[src/rtl/fredkin_jk_counter_pkg.sv]
// Shared constants for the reversible-logic counter: Fredkin constant inputs
// and the default counter width.
package fredkin_jk_counter_pkg;

    localparam logic REV_C0            = 1'b0;
    localparam logic REV_C1            = 1'b1;
    localparam int   DEFAULT_CNT_WIDTH = 4;

endpackage

[src/rtl/fredkin.sv]
// Fredkin (controlled-swap) gate: p = a, q = a ? c : b, r = a ? b : c.
module fredkin (
    input  logic a_i,
    input  logic b_i,
    input  logic c_i,
    output logic p_o,
    output logic q_o,
    output logic r_o
);

    assign p_o = a_i;
    assign q_o = a_i ? c_i : b_i;
    assign r_o = a_i ? b_i : c_i;

endmodule

[src/rtl/fredkin_jk_cell.sv]
// One counter bit: toggle-carry propagation, JK (J=K=t) next state and load
// mux, all built from Fredkin gates.
module fredkin_jk_cell
    import fredkin_jk_counter_pkg::*;
(
    input  logic t_in,
    input  logic q,
    input  logic qb,
    input  logic up,
    input  logic load,
    input  logic d,
    output logic t_out,
    output logic q_next
);

    logic        s;
    logic        not_t;
    logic        j_term;
    logic        k_term;
    logic        jk_next;
    logic [13:0] garbage_unused;

    // s = up ? q : qb selects which polarity carries the toggle upward
    fredkin u_sel (
        .a_i(up), .b_i(qb), .c_i(q),
        .p_o(garbage_unused[0]), .q_o(s), .r_o(garbage_unused[1])
    );

    fredkin u_carry (
        .a_i(t_in), .b_i(s), .c_i(REV_C0),
        .p_o(garbage_unused[2]), .q_o(garbage_unused[3]), .r_o(t_out)
    );

    fredkin u_inv_t (
        .a_i(t_in), .b_i(REV_C0), .c_i(REV_C1),
        .p_o(garbage_unused[4]), .q_o(garbage_unused[5]), .r_o(not_t)
    );

    // q+ = J&~q | ~K&q with J = K = t_in
    fredkin u_j_term (
        .a_i(t_in), .b_i(qb), .c_i(REV_C0),
        .p_o(garbage_unused[6]), .q_o(garbage_unused[7]), .r_o(j_term)
    );

    fredkin u_k_term (
        .a_i(not_t), .b_i(q), .c_i(REV_C0),
        .p_o(garbage_unused[8]), .q_o(garbage_unused[9]), .r_o(k_term)
    );

    fredkin u_or (
        .a_i(j_term), .b_i(k_term), .c_i(REV_C1),
        .p_o(garbage_unused[10]), .q_o(jk_next), .r_o(garbage_unused[11])
    );

    fredkin u_load (
        .a_i(load), .b_i(jk_next), .c_i(d),
        .p_o(garbage_unused[12]), .q_o(q_next), .r_o(garbage_unused[13])
    );

endmodule

[src/rtl/fredkin_jk_counter.sv]
// WIDTH-bit up/down counter with parallel load; per-bit Fredkin JK cells feed
// the q/qb registers, tc flags the cycle before a wrap.
module fredkin_jk_counter
    import fredkin_jk_counter_pkg::*;
#(
    parameter int WIDTH = DEFAULT_CNT_WIDTH
) (
    input  logic             clk,
    input  logic             rstn,
    input  logic             en,
    input  logic             up,
    input  logic             load,
    input  logic [WIDTH-1:0] din,
    output logic [WIDTH-1:0] q,
    output logic [WIDTH-1:0] qb,
    output logic             tc
);

    logic [WIDTH-1:0] q_q;
    logic [WIDTH-1:0] qb_q;
    logic [WIDTH-1:0] q_d;
    logic [WIDTH-1:0] qb_d;
    logic [WIDTH-1:0] t_in_w;
    logic [WIDTH-1:0] t_out_w;
    logic             t_top_unused;

    // Seeding the toggle chain with en makes en=0 a pure hold in every cell
    assign t_in_w[0]         = en;
    assign t_in_w[WIDTH-1:1] = t_out_w[WIDTH-2:0];
    assign t_top_unused      = t_out_w[WIDTH-1];

    for (genvar i = 0; i < WIDTH; i++) begin : g_bit
        fredkin_jk_cell u_cell (
            .t_in  (t_in_w[i]),
            .q     (q_q[i]),
            .qb    (qb_q[i]),
            .up    (up),
            .load  (load),
            .d     (din[i]),
            .t_out (t_out_w[i]),
            .q_next(q_d[i])
        );
    end

    assign qb_d = ~q_d;

    always_ff @(posedge clk) begin
        if (!rstn) begin
            q_q  <= '0;
            qb_q <= '1;
        end else begin
            q_q  <= q_d;
            qb_q <= qb_d;
        end
    end

    assign q  = q_q;
    assign qb = qb_q;
    assign tc = en & (up ? (&q_q) : ~(|q_q));

endmodule
[config.mk]
export PLATFORM = sky130hd
export DESIGN_NAME = fredkin_jk_counter
export DESIGN_NICKNAME = d
export VERILOG_FILES = /design/src/rtl/fredkin_jk_counter_pkg.sv /design/src/rtl/fredkin.sv /design/src/rtl/fredkin_jk_cell.sv /design/src/rtl/fredkin_jk_counter.sv
export SDC_FILE = /design/constraint.sdc
export NUM_CORES = 1
export LEC_CHECK = 0
export ABC_CLOCK_PERIOD_IN_PS = 2400
export BUFFER_PORTS_ARGS = -buffer_cell sky130_fd_sc_hd__buf_4
export CORE_AREA = 4 4 41 43
export CTS_CLUSTER_SIZE = 25
export DETAILED_ROUTE_END_ITERATION = 6
export DIE_AREA = 0 0 45 47
export HOLD_SLACK_MARGIN = 0.06
export PLACE_DENSITY_LB_ADDON = 0.15
export SYNTH_ARGS = -nofsm -noshare
export SYNTH_HDL_FRONTEND = slang
export SYNTH_SLANG_ARGS = --single-unit
[constraint.sdc]
create_clock -name clk -period 2.4 [get_ports clk]
set_input_delay 0.36 -clock clk [delete_from_list [all_inputs] [get_ports clk]]
set_output_delay 0.36 -clock clk [all_outputs]
set_load 0.05 [all_outputs]
==> results of run 1 <==
-- worst max-delay path, delay by kind of cell (launching register included) --
family | cells | cell delay, ns
and+or+nand+nor | 2 | 0.80
DFF | 1 | 0.34
buffers and inverters | 1 | 0.19
AOI/OAI and AO/OA | 1 | 0.13
-- final cells by class --
class | count | area, um^2 | share of cell area
timing repair buffer | 17 | 128 | 0.225
sequential | 8 | 160 | 0.283
clock buffer | 3 | 22.5 | 0.0397
inverter | 1 | 3.75 | 0.00662
tap | 15 | 18.8 | 0.0331
multi-input combinational | 29 | 234 | 0.413
-- synthesized netlist by cell type, types with 2 or more instances --
cell type,n,area (um^2)
and3_1,2,12.5
nand3_1,2,10.0
o211ai_1,2,15.0
nand2b_1,3,18.8
buf_4,9,67.6
dfxtp_1,8,160
o311a_1,2,20.0
mux2_2,3,33.8
-- per-layer routing --
layer | GRT usage | vias to the layer above | wire length [um]
met2 | 0.147 | 15 | 379
li1 | - | 194 | -
met5 | 0 | - | 0
met4 | 0.0351 | 0 | 0
met3 | 0.0690 | 0 | 97
met1 | 0.121 | 174 | 424
-- cell families (layout without fill, tap and decap cells) --
| family | after synthesis | after routing | synth area share |
|---|---|---|---|
| AND/OR/NAND/NOR | 16 | 16 | 0.247 |
| flip-flops | 8 | 8 | 0.344 |
| multiplexers | 3 | 3 | 0.0726 |
| buffers and inverters | 10 | 21 | 0.153 |
| AO/OA/AOI/OAI | 10 | 10 | 0.183 |
-- where the power goes --
group	switching [mW]	total [mW]	internal (mW)
Combinational	0.0657	0.111	0.0456
Clock	0.0457	0.103	0.0572
Sequential	0.0112	0.156	0.144
Total	0.122	0.370	0.247
-- how the worst min path moves through the flow --
stage / slack (ns) / from / cells past startpoint / endpoint
floorplan: 0.44 / rstn / 1 / qb[1]
global placement: 0.60 / qb[3] / 3 / qb[3]
detailed placement: 0.59 / qb[3] / 3 / qb[3]
CTS: 0.34 / rstn / 2 / qb[1]
global route: 0.33 / rstn / 2 / qb[1]
finish: 0.34 / rstn / 2 / qb[1]
-- stage by stage --
step / utilization / cell area, um^2 / power (mW)
2_1_floorplan: - / 465 / 0.248
3_3_place_gp: 0.418 / 544 / 0.271
3_5_place_dp: 0.418 / 544 / 0.270
4_1_cts: 0.436 / 567 / 0.377
5_1_grt: 0.436 / 567 / 0.396
6_report: 0.436 / 567 / 0.370
==> impl_metrics.csv, run 1 <==
group,metric,value,unit
placed_design,dpl_worst_slack,0.563,ns
critical_path,crit_required,2.04,ns
routing,route.vias.total,383,
final_layout,diodes,0,
critical_path,endpoint_kind,"output port",
critical_path,timing.rr.start,"qb[0]",
final_layout,fin_cells,73,
die,core,1300,um^2
power_and_ir_drop,p_per_area,652,nW/um^2
cts,cts_hold_buf,0,
timing,rsz0062_at_grt,"no",
timing,timing_hold_violations_final,0,
yosys,yosysSeqAreaShare,0.344,
cts,clkTransAtPathRegs,0.06,ns
timing,fin_ws,0.338,ns
timing,setup_viol,0,
global_routing,grt_use_total,0.102,
routing,routedWlPerCell,12.4,um
final_layout,nets,69,
critical_path,reg2reg_slack,1.12,ns
yosys,postSynthCellCount,47,
final_layout,drive_gt1_frac,0.500,
routing,viasPerCell,5.25,
critical_path,start_kind,"flop",
timing,relSlewSlack,0.803,
cts,cts_tree,"yes",
cts,htreeDepth,1,
global_routing,grt_max_degree,13,
global_routing,grt_antenna_before_repair,0,
die,dieHeight,47,um
timing,fin_crit_sh,0.859,
cts,insertion_delay,0.25,ns
placed_design,place_inst,70,
placed_design,place.port_buffers,17,
critical_path,slowest_delay,0.66,ns
global_routing,grt_pass1_wl,1480,um
timing,max_freq,485,MHz
die,io_pins,18,
critical_path,criticalPathCategory,"reg -> out",
timing,worstMarginPinSlew,0.292,ns
cts,cts_max_path_buffers,2,
die,die_x,45,um
final_layout,final_cell_mix,"buf_4 (17), dfxtp_1 (8), mux2_2 (3), nand2b_1 (3), clkbuf_4 (3)",
final_layout,nFillCells,142,
timing,slew_viol_final,0,
routing,firstDrtPassIters,2,
die,dieArea,2120,um^2
routing,drt_iter0_markers,2,
timing,worst_clock_skew,0.00609,ns
power_and_ir_drop,power.leakage,0.251,nW
power_and_ir_drop,worst_ir_drop_vdd,0.338,mV
die,initial_core_util,0.358,
critical_path,slowest_stage,"or4_2",
yosys,synth_nets,56,
placed_design,gp_congestion,0.647,
run,drv_cap,0,
critical_path,cp_cell_sequence,"or4_2 > o22ai_1 > and2_1 > buf_4",
yosys,yosysUniqueCellTypes,24,
timing,fin_crit,2.06,ns
critical_path,arrival,1.70,ns
timing,finalSetupTns,0,ns
final_layout,mostFrequentLayoutCell,"buf_4",
cts,cts_root_buf,"clkbuf_4",
routing,post-route-drc-count,0,
global_routing,grt-ovfl-total,0,
final_layout,syn2layout_area_growth,21.8,%
yosys,synth_edf_count,0,
yosys,synth_ff_type,"dfxtp_1",
die,std_cell_rows,13,
timing,timing.hold.ws,0.342,ns
critical_path,r2r_cells,3,
routing,wl,902,um
cts,post_cts_resized,0,
run_status,run_status,"finished clean",
critical_path,path_max_fanout,5,
cts,clock_sinks,8,
placed_design,hpwl,702,um
yosys,synth-seq-cells,8,
routing,final_antenna_net_count,0,
yosys,synthArstFlopShare,0,
yosys,syn_avg_cell_area,9.90,um^2
critical_path,setup.worst_path.end,"tc",
yosys,synth_area,465,um^2
global_routing,grt_pass1_vias,356,
cts,cts_inserted_buffers,3,
worst_hold_path,hold_class,"in -> reg",
cts,post_cts.repair.setup_buffers,0,
yosys,yosysWarnings,0,
(Power assumes the default switching activity.)
==> inputs of run 2 (changes only) <==
--- a/config.mk
+++ b/config.mk
@@ -5,6 +5,7 @@
 export SDC_FILE = /design/constraint.sdc
 export NUM_CORES = 1
 export LEC_CHECK = 0
+export ABC_AREA = 1
 export ABC_CLOCK_PERIOD_IN_PS = 2400
 export BUFFER_PORTS_ARGS = -buffer_cell sky130_fd_sc_hd__buf_4
 export CORE_AREA = 4 4 41 43
==> run 2 against run 1 <==
Against the previous run:
- synthesized area is 1.1% lower
- clock skew is 0.0040 ns lower
- sequential power hardly changed
- critical path depth stayed put
- largest power group unchanged
==> impl_metrics.csv, run 2 <==
group,metric,value,unit
run_status,run_status,"finished clean",
timing,max_freq,634,MHz
critical_path,cp_cell_sequence,"nor2_1 > a21oi_1 > nor3b_1 > buf_4",
critical_path,crit_family,"flip-flops",
die,dieArea,2120,um^2
cts,clkTransAtPathRegs,0.05,ns
yosys,synth_most_common_cell,"nand2_1",
timing,finalSetupTns,0,ns
final_layout,final_cell_mix,"buf_4 (17), nand2_1 (12), dfxtp_1 (8), inv_2 (5), inv_1 (5)",
timing,worst_clock_skew,0.00206,ns
critical_path,crit_buf_inv,1,
critical_path,endpoint_kind,"output port",
global_routing,grt_pass1_wl,1410,um
routing,viasPerCell,4.31,
critical_path,arrival,1.22,ns
die,initial_core_util,0.354,
critical_path,slowest_delay,0.35,ns
timing,timing_hold_violations_final,0,
worst_hold_path,hp-start,"rstn",
routing,route.vias.total,384,
yosys,netlist.area_leader.share,0.348,
critical_path,cp-startpoint,"q[1]",
final_layout,post-route-util,0.438,
yosys,yosysSeqAreaShare,0.348,
final_layout,diodes,0,
die,die_x,45,um
yosys,synthArstFlopShare,0,
placed_design,gp_congestion,0.749,
final_layout,nets,85,
timing,worstMarginPinSlew,0.266,ns
cts,cts_root_buf,"clkbuf_4",
yosys,synth_area,460,um^2
yosys,synth-seq-cells,8,
global_routing,grt-ovfl-total,0,
cts,htreeDepth,1,
die,core,1300,um^2
critical_path,reg2reg_slack,1.30,ns
cts,post_cts.repair.setup_buffers,0,
cts,post_cts_resized,0,
cts,insertion_delay,0.24,ns
critical_path,timing.rr.start,"q[0]",
critical_path,path_max_fanout,5,
global_routing,grt_use_total,0.0959,
cts,cts_tree,"yes",
critical_path,crit_required,2.04,ns
global_routing,grt_pass1_vias,355,
cts,cts_max_path_buffers,2,
timing,slew_viol_final,0,
routing,post-route-drc-count,0,
yosys,syn_avg_cell_area,7.43,um^2
worst_hold_path,whs_path_depth,2,
cts,clock_sinks,8,
yosys,netlist_top_cells_count,"nand2_1 (12), buf_4 (8), dfxtp_1 (8)",
yosys,postSynthCellCount,62,
timing,rsz0062_at_grt,"no",
timing,relSlewSlack,0.822,
die,dieHeight,47,um
global_routing,grt_max_degree,7,
final_layout,mostFrequentLayoutCell,"buf_4",
run,drv_cap,0,
timing,fin_crit,1.58,ns
yosys,yosysWarnings,0,
worst_hold_path,hold_class,"in -> reg",
global_routing,grt_antenna_before_repair,0,
yosys,synth_ff_type,"dfxtp_1",
routing,drt_iter0_markers,0,
die,std_cell_rows,13,
cts,cts_inserted_buffers,3,
yosys,synthTopCellsByArea,"dfxtp_1 (35%), buf_4 (13%), nand2_1 (9.8%)",
routing,wl,858,um
yosys,yosysUniqueCellTypes,19,
power_and_ir_drop,worst_ir_drop_vdd,0.280,mV
routing,routedWlPerCell,9.64,um
timing,fin_crit_sh,0.657,
final_layout,drive_gt1_frac,0.459,
final_layout,syn2layout_area_growth,23.6,%
critical_path,start_kind,"flop",
power_and_ir_drop,p_per_area,636,nW/um^2
yosys,synth_area_leader_cell,"dfxtp_1",
die,io_pins,18,
critical_path,slowest_stage,"dfxtp_1",
critical_path,r2r_cells,9,
yosys,synth_nets,71,
routing,final_antenna_net_count,0,
power_and_ir_drop,power.leakage,0.301,nW
routing,firstDrtPassIters,1,
yosys,synth_edf_count,0,
cts,cts_hold_buf,0,
timing,setup_viol,0,
placed_design,place.port_buffers,17,
placed_design,hpwl,715,um
critical_path,criticalPathCategory,"reg -> out",
worst_hold_path,min_to,"qb[0]",
[run 2: changes by cell type in the layout (fill, tap and decap cells not counted), moves of 2 or more]
cell      before  now
inv_2          0    5
nand2b_1       3    0
nand3_1        2    4
mux2_2         3    0
nand2_1        1   12
nand2_2        0    3
nand3_2        0    3
or2_2          0    2
o21ai_0        0    2
o311a_1        2    0
inv_1          1    5
and3_1         2    0
[run 2: kinds of logic (layout without fill, tap and decap cells)]
kind of cell / count (synthesis) / in the layout / share of synthesized area
buffers and inverters: 18 / 30 / 0.212
DFF: 8 / 8 / 0.348
AOI/OAI and AO/OA: 7 / 7 / 0.0951
and+or+nand+nor: 29 / 29 / 0.345
[run 2: worst max path at each step]
stage	endpoint	slack (ns)	depth (start not counted)
2_1_floorplan	tc	0.39	3
3_3_place_gp	tc	1.03	5
3_5_place_dp	tc	1.02	5
4_1_cts	tc	0.81	4
5_1_grt	tc	0.75	3
6_report	tc	0.82	4
[run 2: power breakdown]
part	switching [mW]	leakage (nW)	total [mW]	internal, mW
Clock	0.0409	0.0138	0.0978	0.0569
Combinational	0.0725	0.220	0.111	0.0388
Sequential	0.00915	0.0667	0.153	0.144
Total	0.123	0.301	0.362	0.239
[run 2: cell type report]
type	count	area, um^2
multi-input cells	36	203
flip-flops and latches	8	160
repair buffers	17	128
fillers	151	732
well taps	15	18.8
clock buffers	3	22.5
inverters	10	37.5
[run 2: routing by layer]
| layer | track usage | up-vias | share of wire |
|---|---|---|---|
| met5 | 0 | - | 0 |
| met4 | 0.0877 | 0 | 0.014 |
| met3 | 0.0268 | 2 | 0.093 |
| met2 | 0.138 | 12 | 0.42 |
| met1 | 0.115 | 154 | 0.47 |
| li1 | - | 216 | - |
[run 2: worst reg2reg max path: stages, from the launching register on]
cell     delay (ns)
dfxtp_1        0.38
inv_1          0.06
nand2_1        0.09
nand2_2        0.07
nor2_4         0.10
nand3_1        0.07
nand2_1        0.08
nand3_2        0.06
nand2_2        0.07
inv_2          0.03
[run 2: stage by stage]
step | instance area [um^2] | instances | setup slack [ns] | power (mW) | hold WS (ns)
4_1_cts | 569 | 89 | 0.813 | 0.370 | 0.330
2_1_floorplan | 460 | 62 | 0.394 | 0.244 | 0.443
3_3_place_gp | 547 | 86 | 1.03 | 0.268 | 0.572
5_1_grt | 569 | 89 | 0.747 | 0.386 | 0.338
3_5_place_dp | 547 | 86 | 1.02 | 0.268 | 0.561
6_report | 569 | 89 | 0.822 | 0.362 | 0.337
==> inputs of run 3 (changes only) <==
--- a/config.mk
+++ b/config.mk
@@ -5,8 +5,8 @@
 export SDC_FILE = /design/constraint.sdc
 export NUM_CORES = 1
 export LEC_CHECK = 0
-export ABC_AREA = 1
-export ABC_CLOCK_PERIOD_IN_PS = 2400
+export ABC_AREA = 0
+export ABC_CLOCK_PERIOD_IN_PS = 1640
 export BUFFER_PORTS_ARGS = -buffer_cell sky130_fd_sc_hd__buf_4
 export CORE_AREA = 4 4 41 43
 export CTS_CLUSTER_SIZE = 25
==> constraint.sdc (replaced) <==
create_clock -name clk -period 1.64 [get_ports clk]
set_input_delay 0.246 -clock clk [delete_from_list [all_inputs] [get_ports clk]]
set_output_delay 0.246 -clock clk [all_outputs]
set_load 0.05 [all_outputs]
==> run 3 against run 2 <==
Against the previous run:
- sequential power is 46% higher
- clock-buffer cell count stayed put
- worst hold slack worse by 0.095 ns
- critical path type unchanged
- non-clock buffer count is 4 higher
- die area stayed put
- cell area is 8.4% higher
- critical path depth stayed put
- the flow now finishes with violations (setup timing)
==> impl_metrics.csv, run 3 (synthesized netlist as in run 1, its figures left out) <==
group,metric,value,unit
run_status,run_status,"finished with violations",
run_status,violations,"setup timing",
die,dieArea,2120,um^2
cts,htreeDepth,1,
cts,cts_inserted_buffers,3,
timing,max_freq,590,MHz
worst_hold_path,hold_class,"in -> reg",
timing,worstMarginPinSlew,0.286,ns
global_routing,grt_max_degree,13,
power_and_ir_drop,power.leakage,0.277,nW
global_routing,grt_pass1_wl,1530,um
placed_design,place.port_buffers,17,
final_layout,post-route-util,0.474,
cts,clkTransAtPathRegs,0.06,ns
final_layout,design_area,617,um^2
routing,route.vias.total,410,
final_layout,diodes,0,
die,initial_core_util,0.358,
routing,viasPerCell,5.32,
timing,fin_crit_sh,1.03,
timing,relSlewSlack,0.809,
critical_path,r2r_end,"q[1]",
cts,cts_root_buf,"clkbuf_4",
timing,worst_clock_skew,0.00349,ns
cts,cts_max_path_buffers,2,
timing,fin_ws,-0.0561,ns
global_routing,grt_antenna_before_repair,0,
cts,clock_sinks,8,
placed_design,place_inst,74,
critical_path,setup.worst_path.end,"tc",
placed_design,gp_congestion,0.639,
final_layout,final_cell_mix,"buf_4 (20), dfxtp_1 (7), mux2_2 (3), nand2b_1 (3), clkbuf_4 (3)",
die,dieHeight,47,um
timing,rsz0062_at_grt,"yes",
power_and_ir_drop,p_per_area,905,nW/um^2
die,core,1300,um^2
critical_path,crit_required,1.39,ns
final_layout,drive_gt1_frac,0.581,
die,std_cell_rows,13,
critical_path,reg2reg_slack,0.26,ns
critical_path,r2r_cells,4,
power_and_ir_drop,worst_ir_drop_vdd,0.380,mV
final_layout,nets,73,
routing,final_antenna_net_count,0,
cts,cts_hold_buf,0,
final_layout,fin_cells,77,
global_routing,grt_pass1_vias,371,
critical_path,arrival,1.45,ns
die,die_x,45,um
final_layout,syn2layout_area_growth,32.5,%
global_routing,grt_use_total,0.105,
routing,post-route-drc-count,0,
run,drv_cap,0,
critical_path,path_max_fanout,2,
cts,cts_tree,"yes",
timing,slew_viol_final,0,
critical_path,start_kind,"flop",
timing,setup_viol,1,
routing,drt_iter0_markers,5,
routing,wl,967,um
worst_hold_path,whs_path_depth,2,
placed_design,place_area,576,um^2
cts,post_cts.repair.setup_buffers,0,
timing,fin_crit,1.70,ns
cts,insertion_delay,0.25,ns
critical_path,timing.rr.start,"q[0]",
timing,timing_hold_violations_final,0,
global_routing,grt-ovfl-total,0,
die,io_pins,18,
critical_path,endpoint_kind,"output port",
routing,routedWlPerCell,12.6,um
final_layout,mostFrequentLayoutCell,"buf_4",
routing,firstDrtPassIters,4,
critical_path,criticalPathCategory,"reg -> out",
==> run 3: per-layer routing <==
metal  vias to the layer above  global-route usage  share of wire
li1                        204                   -              -
met1                       185               0.124           0.45
met2                        21               0.158           0.43
met3                         0              0.0421           0.12
met4                         0              0.0702              0
met5                         -                   0              0
==> run 3: critical path: stages (launching register included) <==
cell and delay, ns:
dfxtp_1 0.31, or4_4 0.51, o22ai_2 0.10, and2_4 0.16, buf_8 0.13
==> run 3: layout make-up <==
cell class	instances	area (um^2)
fillers	138	684
multi-input cells	29	245
repair buffers	21	165
flip-flops and latches	8	161
clock buffers	3	22.5
well taps	15	18.8
inverters	1	3.75
==> run 3: power by group <==
group / switching, mW / internal [mW] / leakage (nW)
Combinational: 0.105 / 0.0805 / 0.197
Sequential: 0.0127 / 0.212 / 0.0670
Clock: 0.0648 / 0.0836 / 0.0138
Total: 0.183 / 0.376 / 0.277
==> run 3: repair_timing <==
action                     in CTS  in global routing
resized for setup               6                  0
pin swaps                       3                  0
setup endpoints to repair       1                  1
cloned                          0                  0
==> run 3: worst min path at each step <==
stage                     start    end
final                      rstn  qb[1]
after CTS                  rstn  qb[1]
after global routing       rstn  qb[2]
after global placement     rstn  qb[1]
after floorplan            rstn  qb[1]
after detailed placement   rstn  qb[1]
==> run 3: stage by stage <==
step                TNS [ns]  total power, mW  hold slack [ns]  setup slack, ns
finish               -0.0561            0.559            0.241          -0.0561
global route          -0.104            0.594            0.233           -0.104
CTS                  -0.0658            0.567            0.235          -0.0658
detailed placement   -0.0282            0.408            0.496          -0.0282
global placement           0            0.407            0.490           0.0107
floorplan                  0            0.363            0.324           0.0110
